File: src/rtl/mandelbrot_frame_scheduler_pkg.sv
// Shared types and default widths for the mandelbrot frame scheduler and core.
package mandelbrot_pkg;

  localparam int BITWIDTH_DEF = 11;
  localparam int CTRWIDTH_DEF = 7;
  localparam int XW_DEF       = 7;
  localparam int YW_DEF       = 6;

  typedef enum logic [1:0] {
    ST_IDLE  = 2'd0,
    ST_ISSUE = 2'd1,
    ST_WAIT  = 2'd2,
    ST_FLUSH = 2'd3
  } sched_state_t;

  // Result entry held in the output FIFO. Field widths are the upper bounds
  // for the scheduler's CTRWIDTH/XW/YW parameters.
  typedef struct packed {
    logic [CTRWIDTH_DEF-1:0] ctr;
    logic [XW_DEF-1:0]       x;
    logic [YW_DEF-1:0]       y;
    logic                    last;
  } pix_entry_t;

endpackage

File: src/rtl/mandelbrot_frame_scheduler_if.sv
// Core launch/result signals plus the tagged pixel output stream.
interface mandelbrot_frame_scheduler_if #(
  parameter int BITWIDTH = 11,
  parameter int CTRWIDTH = 7,
  parameter int XW       = 7,
  parameter int YW       = 6
) ();

  logic                core_run;
  logic [BITWIDTH-1:0] core_cr;
  logic [BITWIDTH-1:0] core_ci;
  logic                core_new_ctr;
  logic [CTRWIDTH-1:0] core_ctr;

  logic                pix_valid;
  logic                pix_ready;
  logic [CTRWIDTH-1:0] pix_ctr;
  logic [XW-1:0]       pix_x;
  logic [YW-1:0]       pix_y;
  logic                pix_last;

  // Scheduler side: drives the core launch and the pixel stream.
  modport master (
    output core_run, core_cr, core_ci,
    input  core_new_ctr, core_ctr,
    output pix_valid, pix_ctr, pix_x, pix_y, pix_last,
    input  pix_ready
  );

  // Core and pixel consumer side.
  modport slave (
    input  core_run, core_cr, core_ci,
    output core_new_ctr, core_ctr,
    input  pix_valid, pix_ctr, pix_x, pix_y, pix_last,
    output pix_ready
  );

endinterface

File: src/rtl/mandelbrot_frame_scheduler_chk.sv
// Protocol checks for the 2-entry result FIFO.
module result_fifo2_chk (
  input logic       clk,
  input logic       rst_n,
  input logic       push,
  input logic       pop,
  input logic [1:0] count
);

  // A push into a full FIFO without a simultaneous pop would lose a result.
  a_no_overflow: assert property (@(posedge clk) disable iff (!rst_n)
    !(push && !pop && (count == 2'd2)));

  // The occupancy counter never reaches its unused encoding.
  a_count_range: assert property (@(posedge clk) disable iff (!rst_n)
    count != 2'd3);

endmodule

File: src/rtl/mandelbrot_frame_scheduler_result_fifo2.sv
// Two-entry valid/ready FIFO with registered head; exposes its occupancy.
module result_fifo2 #(
  parameter int DW = 8
) (
  input  logic          clk,
  input  logic          rst_n,
  input  logic          flush,
  input  logic          push,
  input  logic [DW-1:0] din,
  input  logic          ready,
  output logic          valid,
  output logic [DW-1:0] dout,
  output logic [1:0]    count
);

  logic [DW-1:0] head_q, head_d;
  logic [DW-1:0] tail_q, tail_d;
  logic [1:0]    count_q, count_d;
  logic          pop_s;

  assign pop_s = (count_q != 2'd0) && ready;
  assign valid = (count_q != 2'd0);
  assign dout  = head_q;
  assign count = count_q;

  // Next-state: the head always holds the oldest entry; pop shifts tail into head.
  always_comb begin
    head_d  = head_q;
    tail_d  = tail_q;
    count_d = count_q;
    if (flush) begin
      count_d = 2'd0;
    end else begin
      case (count_q)
        2'd0: begin
          if (push) begin
            head_d  = din;
            count_d = 2'd1;
          end else begin
            count_d = 2'd0;
          end
        end
        2'd1: begin
          if (push && pop_s) begin
            head_d  = din;
            count_d = 2'd1;
          end else if (push) begin
            tail_d  = din;
            count_d = 2'd2;
          end else if (pop_s) begin
            count_d = 2'd0;
          end else begin
            count_d = 2'd1;
          end
        end
        2'd2: begin
          if (pop_s) begin
            head_d = tail_q;
            if (push) begin
              tail_d  = din;
              count_d = 2'd2;
            end else begin
              count_d = 2'd1;
            end
          end else begin
            // push without pop here is an overflow; the entry is dropped
            count_d = 2'd2;
          end
        end
        default: begin
          count_d = 2'd0;
        end
      endcase
    end
  end

  // Storage and occupancy registers.
  always_ff @(posedge clk or negedge rst_n) begin
    if (!rst_n) begin
      head_q  <= '0;
      tail_q  <= '0;
      count_q <= 2'd0;
    end else begin
      head_q  <= head_d;
      tail_q  <= tail_d;
      count_q <= count_d;
    end
  end

  result_fifo2_chk u_chk (
    .clk   (clk),
    .rst_n (rst_n),
    .push  (push && !flush),
    .pop   (pop_s),
    .count (count_q)
  );

endmodule

File: src/rtl/mandelbrot_frame_scheduler.sv
// Walks an XRES x YRES raster, launching the mandelbrot core once per pixel
// and queuing coordinate-tagged results for a valid/ready consumer.
module mandelbrot_frame_scheduler
  import mandelbrot_pkg::*;
#(
  parameter int BITWIDTH = BITWIDTH_DEF,
  parameter int CTRWIDTH = CTRWIDTH_DEF,
  parameter int XRES     = 80,
  parameter int YRES     = 60,
  parameter int XW       = XW_DEF,
  parameter int YW       = YW_DEF
) (
  input  logic                clk,
  input  logic                rst_n,
  input  logic                start,
  input  logic                abort,
  input  logic [BITWIDTH-1:0] cr_start,
  input  logic [BITWIDTH-1:0] ci_start,
  input  logic [BITWIDTH-1:0] step,
  output logic                busy,
  output logic                frame_done,
  mandelbrot_frame_scheduler_if.master bus
);

  localparam logic [XW-1:0] X_LAST = XW'(XRES - 1);
  localparam logic [YW-1:0] Y_LAST = YW'(YRES - 1);

  sched_state_t        state_q, state_d;
  logic                busy_q, busy_d;
  logic                frame_done_q, frame_done_d;
  logic                core_run_q, core_run_d;
  logic [BITWIDTH-1:0] core_cr_q, core_cr_d;
  logic [BITWIDTH-1:0] core_ci_q, core_ci_d;
  logic [BITWIDTH-1:0] cr0_q, cr0_d;
  logic [BITWIDTH-1:0] step_q, step_d;
  logic [XW-1:0]       x_q, x_d;
  logic [YW-1:0]       y_q, y_d;

  logic                is_last_s;
  logic                push_s;
  logic                pop_s;
  pix_entry_t          entry_s;
  pix_entry_t          head_s;
  logic                fifo_valid_s;
  logic [$bits(pix_entry_t)-1:0] fifo_dout_s;
  logic [1:0]          fifo_count_s;

  assign is_last_s = (x_q == X_LAST) && (y_q == Y_LAST);
  // abort wins over a result arriving in the same cycle
  assign push_s    = (state_q == ST_WAIT) && bus.core_new_ctr && !abort;
  assign pop_s     = fifo_valid_s && bus.pix_ready;
  assign head_s    = pix_entry_t'(fifo_dout_s);

  // Pack the core result with the coordinates of the pixel in flight.
  always_comb begin
    entry_s      = '0;
    entry_s.ctr  = CTRWIDTH_DEF'(bus.core_ctr);
    entry_s.x    = XW_DEF'(x_q);
    entry_s.y    = YW_DEF'(y_q);
    entry_s.last = is_last_s;
  end

  // Frame sequencing and incremental coordinate stepping.
  always_comb begin
    state_d      = state_q;
    busy_d       = busy_q;
    frame_done_d = 1'b0;
    core_run_d   = 1'b0;
    core_cr_d    = core_cr_q;
    core_ci_d    = core_ci_q;
    cr0_d        = cr0_q;
    step_d       = step_q;
    x_d          = x_q;
    y_d          = y_q;
    if (abort) begin
      state_d = ST_IDLE;
      busy_d  = 1'b0;
    end else begin
      case (state_q)
        ST_IDLE: begin
          if (start) begin
            cr0_d     = cr_start;
            step_d    = step;
            core_cr_d = cr_start;
            core_ci_d = ci_start;
            x_d       = '0;
            y_d       = '0;
            busy_d    = 1'b1;
            state_d   = ST_ISSUE;
          end else begin
            state_d = ST_IDLE;
          end
        end
        ST_ISSUE: begin
          // at most one entry queued leaves room for the result in flight
          if (fifo_count_s <= 2'd1) begin
            core_run_d = 1'b1;
            state_d    = ST_WAIT;
          end else begin
            state_d = ST_ISSUE;
          end
        end
        ST_WAIT: begin
          if (bus.core_new_ctr) begin
            if (is_last_s) begin
              state_d = ST_FLUSH;
            end else if (x_q == X_LAST) begin
              x_d       = '0;
              y_d       = y_q + YW'(1);
              core_cr_d = cr0_q;
              core_ci_d = core_ci_q - step_q;
              state_d   = ST_ISSUE;
            end else begin
              x_d       = x_q + XW'(1);
              core_cr_d = core_cr_q + step_q;
              state_d   = ST_ISSUE;
            end
          end else begin
            state_d = ST_WAIT;
          end
        end
        ST_FLUSH: begin
          if (pop_s && head_s.last) begin
            frame_done_d = 1'b1;
            busy_d       = 1'b0;
            state_d      = ST_IDLE;
          end else begin
            state_d = ST_FLUSH;
          end
        end
        default: begin
          busy_d  = 1'b0;
          state_d = ST_IDLE;
        end
      endcase
    end
  end

  // Scheduler state, coordinate and output registers.
  always_ff @(posedge clk or negedge rst_n) begin
    if (!rst_n) begin
      state_q      <= ST_IDLE;
      busy_q       <= 1'b0;
      frame_done_q <= 1'b0;
      core_run_q   <= 1'b0;
      core_cr_q    <= '0;
      core_ci_q    <= '0;
      cr0_q        <= '0;
      step_q       <= '0;
      x_q          <= '0;
      y_q          <= '0;
    end else begin
      state_q      <= state_d;
      busy_q       <= busy_d;
      frame_done_q <= frame_done_d;
      core_run_q   <= core_run_d;
      core_cr_q    <= core_cr_d;
      core_ci_q    <= core_ci_d;
      cr0_q        <= cr0_d;
      step_q       <= step_d;
      x_q          <= x_d;
      y_q          <= y_d;
    end
  end

  result_fifo2 #(
    .DW ($bits(pix_entry_t))
  ) u_fifo (
    .clk   (clk),
    .rst_n (rst_n),
    .flush (abort),
    .push  (push_s),
    .din   (entry_s),
    .ready (bus.pix_ready),
    .valid (fifo_valid_s),
    .dout  (fifo_dout_s),
    .count (fifo_count_s)
  );

  assign busy          = busy_q;
  assign frame_done    = frame_done_q;
  assign bus.core_run  = core_run_q;
  assign bus.core_cr   = core_cr_q;
  assign bus.core_ci   = core_ci_q;
  assign bus.pix_valid = fifo_valid_s;
  assign bus.pix_ctr   = head_s.ctr[CTRWIDTH-1:0];
  assign bus.pix_x     = head_s.x[XW-1:0];
  assign bus.pix_y     = head_s.y[YW-1:0];
  assign bus.pix_last  = head_s.last;

endmodule

File: src/flat_wrapper.sv
// flat-port wrapper written by rule: the top's interface ports become plain ports
module mandelbrot_frame_scheduler_flat import mandelbrot_pkg::*;
#(
  parameter int BITWIDTH = BITWIDTH_DEF,
  parameter int CTRWIDTH = CTRWIDTH_DEF,
  parameter int XRES     = 80,
  parameter int YRES     = 60,
  parameter int XW       = XW_DEF,
  parameter int YW       = YW_DEF
)
  (clk, rst_n, start, abort, cr_start, ci_start, step, busy, frame_done, bus_core_run, bus_core_cr, bus_core_ci, bus_core_new_ctr, bus_core_ctr, bus_pix_valid, bus_pix_ctr, bus_pix_x, bus_pix_y, bus_pix_last, bus_pix_ready);
  mandelbrot_frame_scheduler_if #(.BITWIDTH(BITWIDTH), .CTRWIDTH(CTRWIDTH), .XW(XW), .YW(YW)) bus_i ();
  input  logic clk;
  input  logic rst_n;
  input  logic start;
  input  logic abort;
  input  logic [BITWIDTH-1:0] cr_start;
  input  logic [BITWIDTH-1:0] ci_start;
  input  logic [BITWIDTH-1:0] step;
  output logic busy;
  output logic frame_done;
  output wire logic [$bits(bus_i.core_run)-1:0] bus_core_run;
  output wire logic [$bits(bus_i.core_cr)-1:0] bus_core_cr;
  output wire logic [$bits(bus_i.core_ci)-1:0] bus_core_ci;
  input wire logic [$bits(bus_i.core_new_ctr)-1:0] bus_core_new_ctr;
  input wire logic [$bits(bus_i.core_ctr)-1:0] bus_core_ctr;
  output wire logic [$bits(bus_i.pix_valid)-1:0] bus_pix_valid;
  output wire logic [$bits(bus_i.pix_ctr)-1:0] bus_pix_ctr;
  output wire logic [$bits(bus_i.pix_x)-1:0] bus_pix_x;
  output wire logic [$bits(bus_i.pix_y)-1:0] bus_pix_y;
  output wire logic [$bits(bus_i.pix_last)-1:0] bus_pix_last;
  input wire logic [$bits(bus_i.pix_ready)-1:0] bus_pix_ready;
  assign bus_core_run = bus_i.core_run;
  assign bus_core_cr = bus_i.core_cr;
  assign bus_core_ci = bus_i.core_ci;
  assign bus_i.core_new_ctr = bus_core_new_ctr;
  assign bus_i.core_ctr = bus_core_ctr;
  assign bus_pix_valid = bus_i.pix_valid;
  assign bus_pix_ctr = bus_i.pix_ctr;
  assign bus_pix_x = bus_i.pix_x;
  assign bus_pix_y = bus_i.pix_y;
  assign bus_pix_last = bus_i.pix_last;
  assign bus_i.pix_ready = bus_pix_ready;
  mandelbrot_frame_scheduler #(.BITWIDTH(BITWIDTH), .CTRWIDTH(CTRWIDTH), .XRES(XRES), .YRES(YRES), .XW(XW), .YW(YW)) u_core (.clk(clk), .rst_n(rst_n), .start(start), .abort(abort), .cr_start(cr_start), .ci_start(ci_start), .step(step), .busy(busy), .frame_done(frame_done), .bus(bus_i));
endmodule
File: config.mk
export PLATFORM = sky130hd
export DESIGN_NAME = mandelbrot_frame_scheduler_flat
export DESIGN_NICKNAME = d
export VERILOG_FILES = /design/src/rtl/mandelbrot_frame_scheduler_pkg.sv /design/src/rtl/mandelbrot_frame_scheduler_if.sv /design/src/rtl/mandelbrot_frame_scheduler_chk.sv /design/src/rtl/mandelbrot_frame_scheduler_result_fifo2.sv /design/src/rtl/mandelbrot_frame_scheduler.sv /design/src/flat_wrapper.sv
export SDC_FILE = /design/constraint.sdc
export NUM_CORES = 1
export LEC_CHECK = 0
export ABC_AREA = 1
export BUFFER_PORTS_ARGS = -buffer_cell sky130_fd_sc_hd__buf_2
export CORE_UTILIZATION = 40
export CTS_BUF_LIST = sky130_fd_sc_hd__clkbuf_16
export DETAILED_ROUTE_END_ITERATION = 12
export PLACE_DENSITY = 0.69
export SKIP_LAST_GASP = 1
export SYNTH_ARGS = -nofsm -noshare
export SYNTH_HDL_FRONTEND = slang
export SYNTH_SLANG_ARGS = --single-unit
File: constraint.sdc
create_clock -name clk -period 3.13 [get_ports clk]
set_clock_uncertainty 0.1 [all_clocks]
set_input_delay 0.313 -clock clk [delete_from_list [all_inputs] [get_ports clk]]
set_output_delay 0.313 -clock clk [all_outputs]
set_load 0.02 [all_outputs]
# [Word level (Yosys, flattened, before mapping)]
# Cells that the tools add are included.
[op_classes] addsub=4 magnitude_cmp=1 n_eq_ne=17 n_mux=53 bitwise_logic=1 reduce_logical=20
[op_table] op="21-bit 2-to-1 mux" n=6
[op_table] op="11-bit 2-to-1 mux" n=8
[op_table] op="21-bit case mux with 3 select lines" n=1
[op_table] op="11-bit case mux with 2 select lines" n=2
[op_table] op="21-bit case mux with 2 select lines" n=1
[op_table] op="7-bit 2-to-1 mux" n=4
[op_table] op="6-bit 2-to-1 mux" n=4
[op_table] op="2-bit 2-to-1 mux" n=10
[op_table] op="7-bit case mux with 2 select lines" n=1
[op_table] op="1-bit 2-to-1 mux" n=12
[op_table] op="2-bit != test, second input constant" n=6
[op_table] op="6-bit case mux with 2 select lines" n=1
[op_table] op="11-bit adder" n=1
[op_table] op="11-bit subtractor" n=1
[op_table] op="5-bit AND reduction" n=2
[op_table] op="2-bit case mux with 4 select lines" n=1
[op_table] op="7-bit by 1-bit adder with 7-bit output, second input constant" n=1
[op_table] op="7-bit equality test, second input constant" n=1
[op_table] op="6-bit by 1-bit adder with 6-bit output, second input constant" n=1
[op_table] op="2-bit equality test, second input constant" n=3
[op_table] op="6-bit equality test, second input constant" n=1
[op_table] op="1-bit logical AND" n=6
[op_table] op="2-bit case mux with 3 select lines" n=1
[op_table] op="3-bit AND reduction" n=2
[op_table] op="other kinds (13)" n=19
[totals] regBits=106 output_inout_bits=47 word_cells=109

# [Longest topological paths before layout]
[depth] ltp_word=7 depth_mapped=12

# [By module]
# A second synthesis with hierarchy kept.
[unflattened] hier_cells=865 hier_area_um2=6317.3
[modules_own_cells] module="mandelbrot_frame_scheduler" instances=1 cells_each=583 area_each_um2=4127.7 seq_area_each_um2=1551.5
[modules_own_cells] module="result_fifo2" instances=1 cells_each=282 area_each_um2=2189.6 seq_area_each_um2=1101.1

# [Worst setup path after synthesis]
# OpenSTA, ideal clock, no wires.
[synth_timing] path_type="flip-flop to flip-flop" from="register u_core.core_ci_q[0], in the netlist u_core.bus.core_ci[0]" to="register u_core.core_ci_q[6], in the netlist u_core.bus.core_ci[6]" t_arrival_ns=1.775 slack_ns=1.190 stages_incl_launch_ff=12 synth_period_minus_slack_ns=1.940 path_cell_list="dfrtp_1 inv_1 ha_1 fa_1 inv_1 nand3_1 nand3_1 nand2_1 a21o_1 nand3_1 nand2_1 nand2_1"
[synth_between] elab_chain_cells=5
[synth_rtl] element="start, declared" line="mandelbrot_frame_scheduler.sv:33" source="logic [BITWIDTH-1:0] core_ci_q, core_ci_d;"
[synth_rtl] element="start signal, assigned" line="mandelbrot_frame_scheduler.sv:158" source="core_ci_q <= core_ci_d;"
[synth_rtl] element="11-bit subtractor" line="mandelbrot_frame_scheduler.sv:111" source="core_ci_d = core_ci_q - step_q;"
[synth_rtl] element="11-bit 2-to-1 mux" line="mandelbrot_frame_scheduler.sv:107" source="end else if (x_q == X_LAST) begin"
[synth_rtl] element="11-bit 2-to-1 mux" line="mandelbrot_frame_scheduler.sv:105" source="if (is_last_s) begin"
[synth_rtl] element="11-bit 2-to-1 mux" line="mandelbrot_frame_scheduler.sv:104" source="if (bus.core_new_ctr) begin"
[synth_rtl] element="11-bit case mux with 2 select lines" line="mandelbrot_frame_scheduler.sv:79" source="case (state_q)"
# Every way passes these cells. The select of a mux whose other input is x is not followed.
# A chain may end at the register's enable or synchronous reset.

# [Final worst setup path]
[layout_timing] from="register u_core.state_q[1]" to="register u_core.x_q[3]"
[layout_between] elab_chain_cells=3 elab_cells_between_ends=8
[layout_rtl] element="start, declared" line="mandelbrot_frame_scheduler.sv:28" source="sched_state_t state_q, state_d;"
[layout_rtl] element="start signal, assigned" line="mandelbrot_frame_scheduler.sv:153" source="state_q <= state_d;"
[layout_rtl] element="2-bit equality test or 2-bit logical NOT (tied branches)" line="mandelbrot_frame_scheduler.sv:79"
[layout_rtl] element="2-bit != test (no line) or 2-bit nonzero test (tied branches)"
[layout_rtl] element="5-bit AND reduction (no line)"
[layout_rtl] element="end signal, assigned" line="mandelbrot_frame_scheduler.sv:150" source="x_q <= '0;"
[layout_rtl] element="end signal, assigned" line="mandelbrot_frame_scheduler.sv:161" source="x_q <= x_d;"
[layout_rtl] element="end, declared" line="mandelbrot_frame_scheduler.sv:36" source="logic [XW-1:0] x_q, x_d;"
# Several ways; a longest one is shown, not always the timed one.

==> results.yml <==
drt:
  route.final.wire_length_mm: 14.3
  final_antenna_net_count: 0
  route.detailed.wl_per_inst_um: 13.4
  uppermost_routed_layer: "met4"
  wl_met2_mm: 6.60
  met3_length_um: 506
  number_of_vias_in_the_routed_layout: 5293
  via_per_inst: 4.95
  wl_met1_mm: 6.93
  firstDrtPassIters: 9
  drcViolationCount: 3
  first_iter_violations: 391
logic_synthesis:
  synth.ff_latch_count: 106
  synth_top_cell_area_share: 0.437
  ys_warn_count: 0
  avgSynthCellArea_um2: 7.64
  post_synth_instance_area_um2: 6070
  synth_enable_flop_cells: 0
  netlist-cell-type-count: 41
  netlist_instances: 795
  synth_top_cell_by_area: "sky130_fd_sc_hd__dfrtp_1"
  ys.flop_type: "sky130_fd_sc_hd__dfrtp_1"
  synth.net_count: 869
  post_synth_main_area_contributors: "sky130_fd_sc_hd__dfrtp_1 (44%), sky130_fd_sc_hd__nand2_1 (14%), sky130_fd_sc_hd__nor2_1 (5.5%)"
  synthArstFlopShare: 1.00
  synth.yosys.seq_area_share: 0.437
timing:
  max_freq_mhz: 457
  grt_setup_unrepaired: "false"
  timing.final.setup_violations: 0
  tns_ps: 0
  layout_worst_path_cycle_share: 0.699
  timing.final.crit_period_ps: 2190
  max_slew_margin: 0.542
  finalMaxSlewViolations: 0
  timing_hold_violations_final: 0
  timing_worst_slew_pin_value_ps: 686
global_routing:
  track_usage: 0.198
  grt_first_pass_wirelength_mm: 24.8
  grt_remaining_overflow: 0
  via_count_of_the_first_global_routing_pass: 5077
  grt_antenna_before_repair: 0
  largest_net_degree_at_the_start_of_global_routing: 48
final_layout:
  areaGrowthSynthToFinish_pct: 15.6
  nNetsFinal: 955
  final_cells: 1070
  num_antenna_cells: 0
  final_layout_size_suffix_gt1_frac: 0.160
  nFillCells: 1449
worst_setup_path:
  crit_fanout: 22
  setup.worst_path.end_class: "flip-flop"
  worstPathRequired_ps: 3330
  critical_path_arrival_ps: 2390
  worst_setup_path_start_kind: "flip-flop"
  critical_path_class: "reg -> reg"
cts:
  cts.path.max_buffers: 2
  ctsResizeCount: 0
  clk_pin_slew_ps: 70
  worst_skew_pair.late_latency_ps: 360
  post-cts-setup-buffer-count: 0
  numClockSinks: 106
  clk_root_buffer_cell: "sky130_fd_sc_hd__clkbuf_16"
  cts_made_buffers: 9
  clock_tree.htree_level_count: 3
  cts_tree: "done"
floorplan:
  floorplan.die_area_um2: 15700
  core-area_um2: 14700
  die_width_um: 125
  io_pins: 93
  std_cell_rows: 44
  die_h_um: 125
  initial_utilization: 0.413
run_status:
  status: "complete, but fails checks"
  violations: "design-rule violations"
power:
  leakage_uw: 0.00369
  ir_drop_worst_case_vdd_mv: 0.334
  power_density_nw_per_um2: 844
placed_design:
  numPortBuffers: 92
  place.gp.congestion: 0.818
  detailedPlacementHpwl_mm: 10.4
  post-place-cells: 1053
min_path:
  min-delay-path-class: "in -> reg"
run:
  cap_viol_max_count: 0
per-stage QoR:
step	util	hold WS, ps	setup slack (ps)	total power [uW]	area [um^2]
after global routing	0.478	71.6	695	6430	7020
after detailed placement	0.454	273	968	4640	6680
after floorplan	-	-82.6	1190	3920	6070
final	0.478	53.8	942	5930	7020
after global placement	0.454	266	1030	4600	6680
after CTS	0.478	51.7	932	5950	7020
registers in the layout, indices dropped and copies added, names as in the netlist:
| signal | cells |
|---|---|
| u_core.u_fifo.count | 2 |
| u_core.y_q | 6 |
| u_core.bus.core_ci | 11 |
| u_core.u_fifo.tail_q | 21 |
| u_core.cr0_q | 11 |
| u_core.bus.core_run | 1 |
| u_core.x_q | 7 |
| u_core.u_fifo.dout | 21 |
| u_core.state_q | 2 |
| u_core.bus.core_cr | 11 |
| u_core.busy | 1 |
| u_core.frame_done | 1 |
| u_core.step_q | 11 |
power by group:
part / total (uW) / switching (uW) / internal, uW
Combinational: 2600 / 1660 / 939
Sequential: 2030 / 283 / 1750
Clock: 1300 / 521 / 775
Total: 5930 / 2470 / 3460
cells by family (layout without fill, tap and decap cells):
group           after synthesis  count (layout)  share of synthesized area
flops                       106             106                      0.437
fa+ha+maj                    28              28                     0.0601
xor+xnor                     10              10                     0.0144
compound gates              139             139                      0.130
buf+inv                     115             206                     0.0803
mux                           1               1                    0.00165
simple gates                396             396                      0.276
worst paths after layout:
kind,startpoint,endpoint,slack (ps),cells after the start
min in group asynchronous,rst_n,u_core.u_fifo.dout[1],400,2
max in group asynchronous,rst_n,u_core.u_fifo.tail_q[17],1730,3
hold / removal,step[8],u_core.step_q[8],50,3
setup reg to reg,u_core.state_q[1],u_core.x_q[3],940,9
hold reg to reg,u_core.cr0_q[1],u_core.cr0_q[1],380,2
setup / recovery,u_core.state_q[1],u_core.x_q[3],940,9
routing by layer:
metal	global-route usage	up-vias
met5	0	-
met4	0.0703	0
met3	0.0338	16
met2	0.312	99
met1	0.274	2458
li1	-	2720
placed cells by master (no fill, tap or decap), drive strengths merged, types with 2 or more instances in the layout:
cell type  synthesis  layout
o31ai              2       2
ha                26      26
nor3               3       3
clkinv             0       3
nand3             50      50
nand4              8       8
buf               18     100
inv               89      90
o21a              11      11
a21oi             45      45
o21bai             2       2
nor2              95      95
or2                3       3
fa                 2       2
xor2               5       5
xnor2              5       5
o211ai             3       3
a21boi            11      11
o21ai             61      61
clkbuf             8       9
nand2            237     237
dfrtp            106     106
bufinv             0       3
timing repair:
action                     in CTS  in global routing
setup endpoints to repair       0                  0
hold endpoints to repair       44                  0
hold buffers                    1                  0
worst max-delay path, cell delays in order, from the launching register on:
cell                      delay [ps]
sky130_fd_sc_hd__dfrtp_1         440
sky130_fd_sc_hd__inv_2            90
sky130_fd_sc_hd__nor2_4          420
sky130_fd_sc_hd__nand2_1         140
sky130_fd_sc_hd__nand2_1         140
sky130_fd_sc_hd__nor2_4           70
sky130_fd_sc_hd__nand2_2         360
sky130_fd_sc_hd__inv_2           120
sky130_fd_sc_hd__o21ai_0         110
sky130_fd_sc_hd__o21a_1          140
synth_stat cells, types with 2 or more instances:
cell / count
sky130_fd_sc_hd__o21ai_1: 6
sky130_fd_sc_hd__nor2_4: 3
sky130_fd_sc_hd__nand3_2: 2
sky130_fd_sc_hd__nand3_1: 46
sky130_fd_sc_hd__nand2_1: 233
sky130_fd_sc_hd__xnor2_1: 5
sky130_fd_sc_hd__nor2_2: 2
sky130_fd_sc_hd__a21oi_1: 45
sky130_fd_sc_hd__clkbuf_1: 7
sky130_fd_sc_hd__buf_4: 2
sky130_fd_sc_hd__nor3_1: 3
sky130_fd_sc_hd__nor2_1: 89
sky130_fd_sc_hd__inv_2: 6
sky130_fd_sc_hd__inv_1: 82
sky130_fd_sc_hd__a21boi_1: 11
sky130_fd_sc_hd__ha_1: 26
sky130_fd_sc_hd__nand3_4: 2
sky130_fd_sc_hd__o21ai_0: 53
sky130_fd_sc_hd__o31ai_1: 2
sky130_fd_sc_hd__o21a_1: 11
sky130_fd_sc_hd__nand4_1: 8
sky130_fd_sc_hd__fa_1: 2
sky130_fd_sc_hd__nand2_2: 2
sky130_fd_sc_hd__nand2_4: 2
sky130_fd_sc_hd__xor2_1: 5
sky130_fd_sc_hd__o211ai_1: 2
sky130_fd_sc_hd__buf_2: 12
sky130_fd_sc_hd__o21ai_2: 2
sky130_fd_sc_hd__buf_6: 4
sky130_fd_sc_hd__o21bai_1: 2
sky130_fd_sc_hd__or2_2: 3
sky130_fd_sc_hd__dfrtp_1: 106
final cells by class:
type	instances	area, um^2	area share
clock buffer	9	225	0.0321
clock inverter	7	109	0.0155
inverter	89	337	0.0479
multi-input combinational	574	2930	0.418
sequential	106	2650	0.378
tap	184	230	0.0328
timing repair buffer	101	533	0.0759
Power figures use the tool's default switching activity.
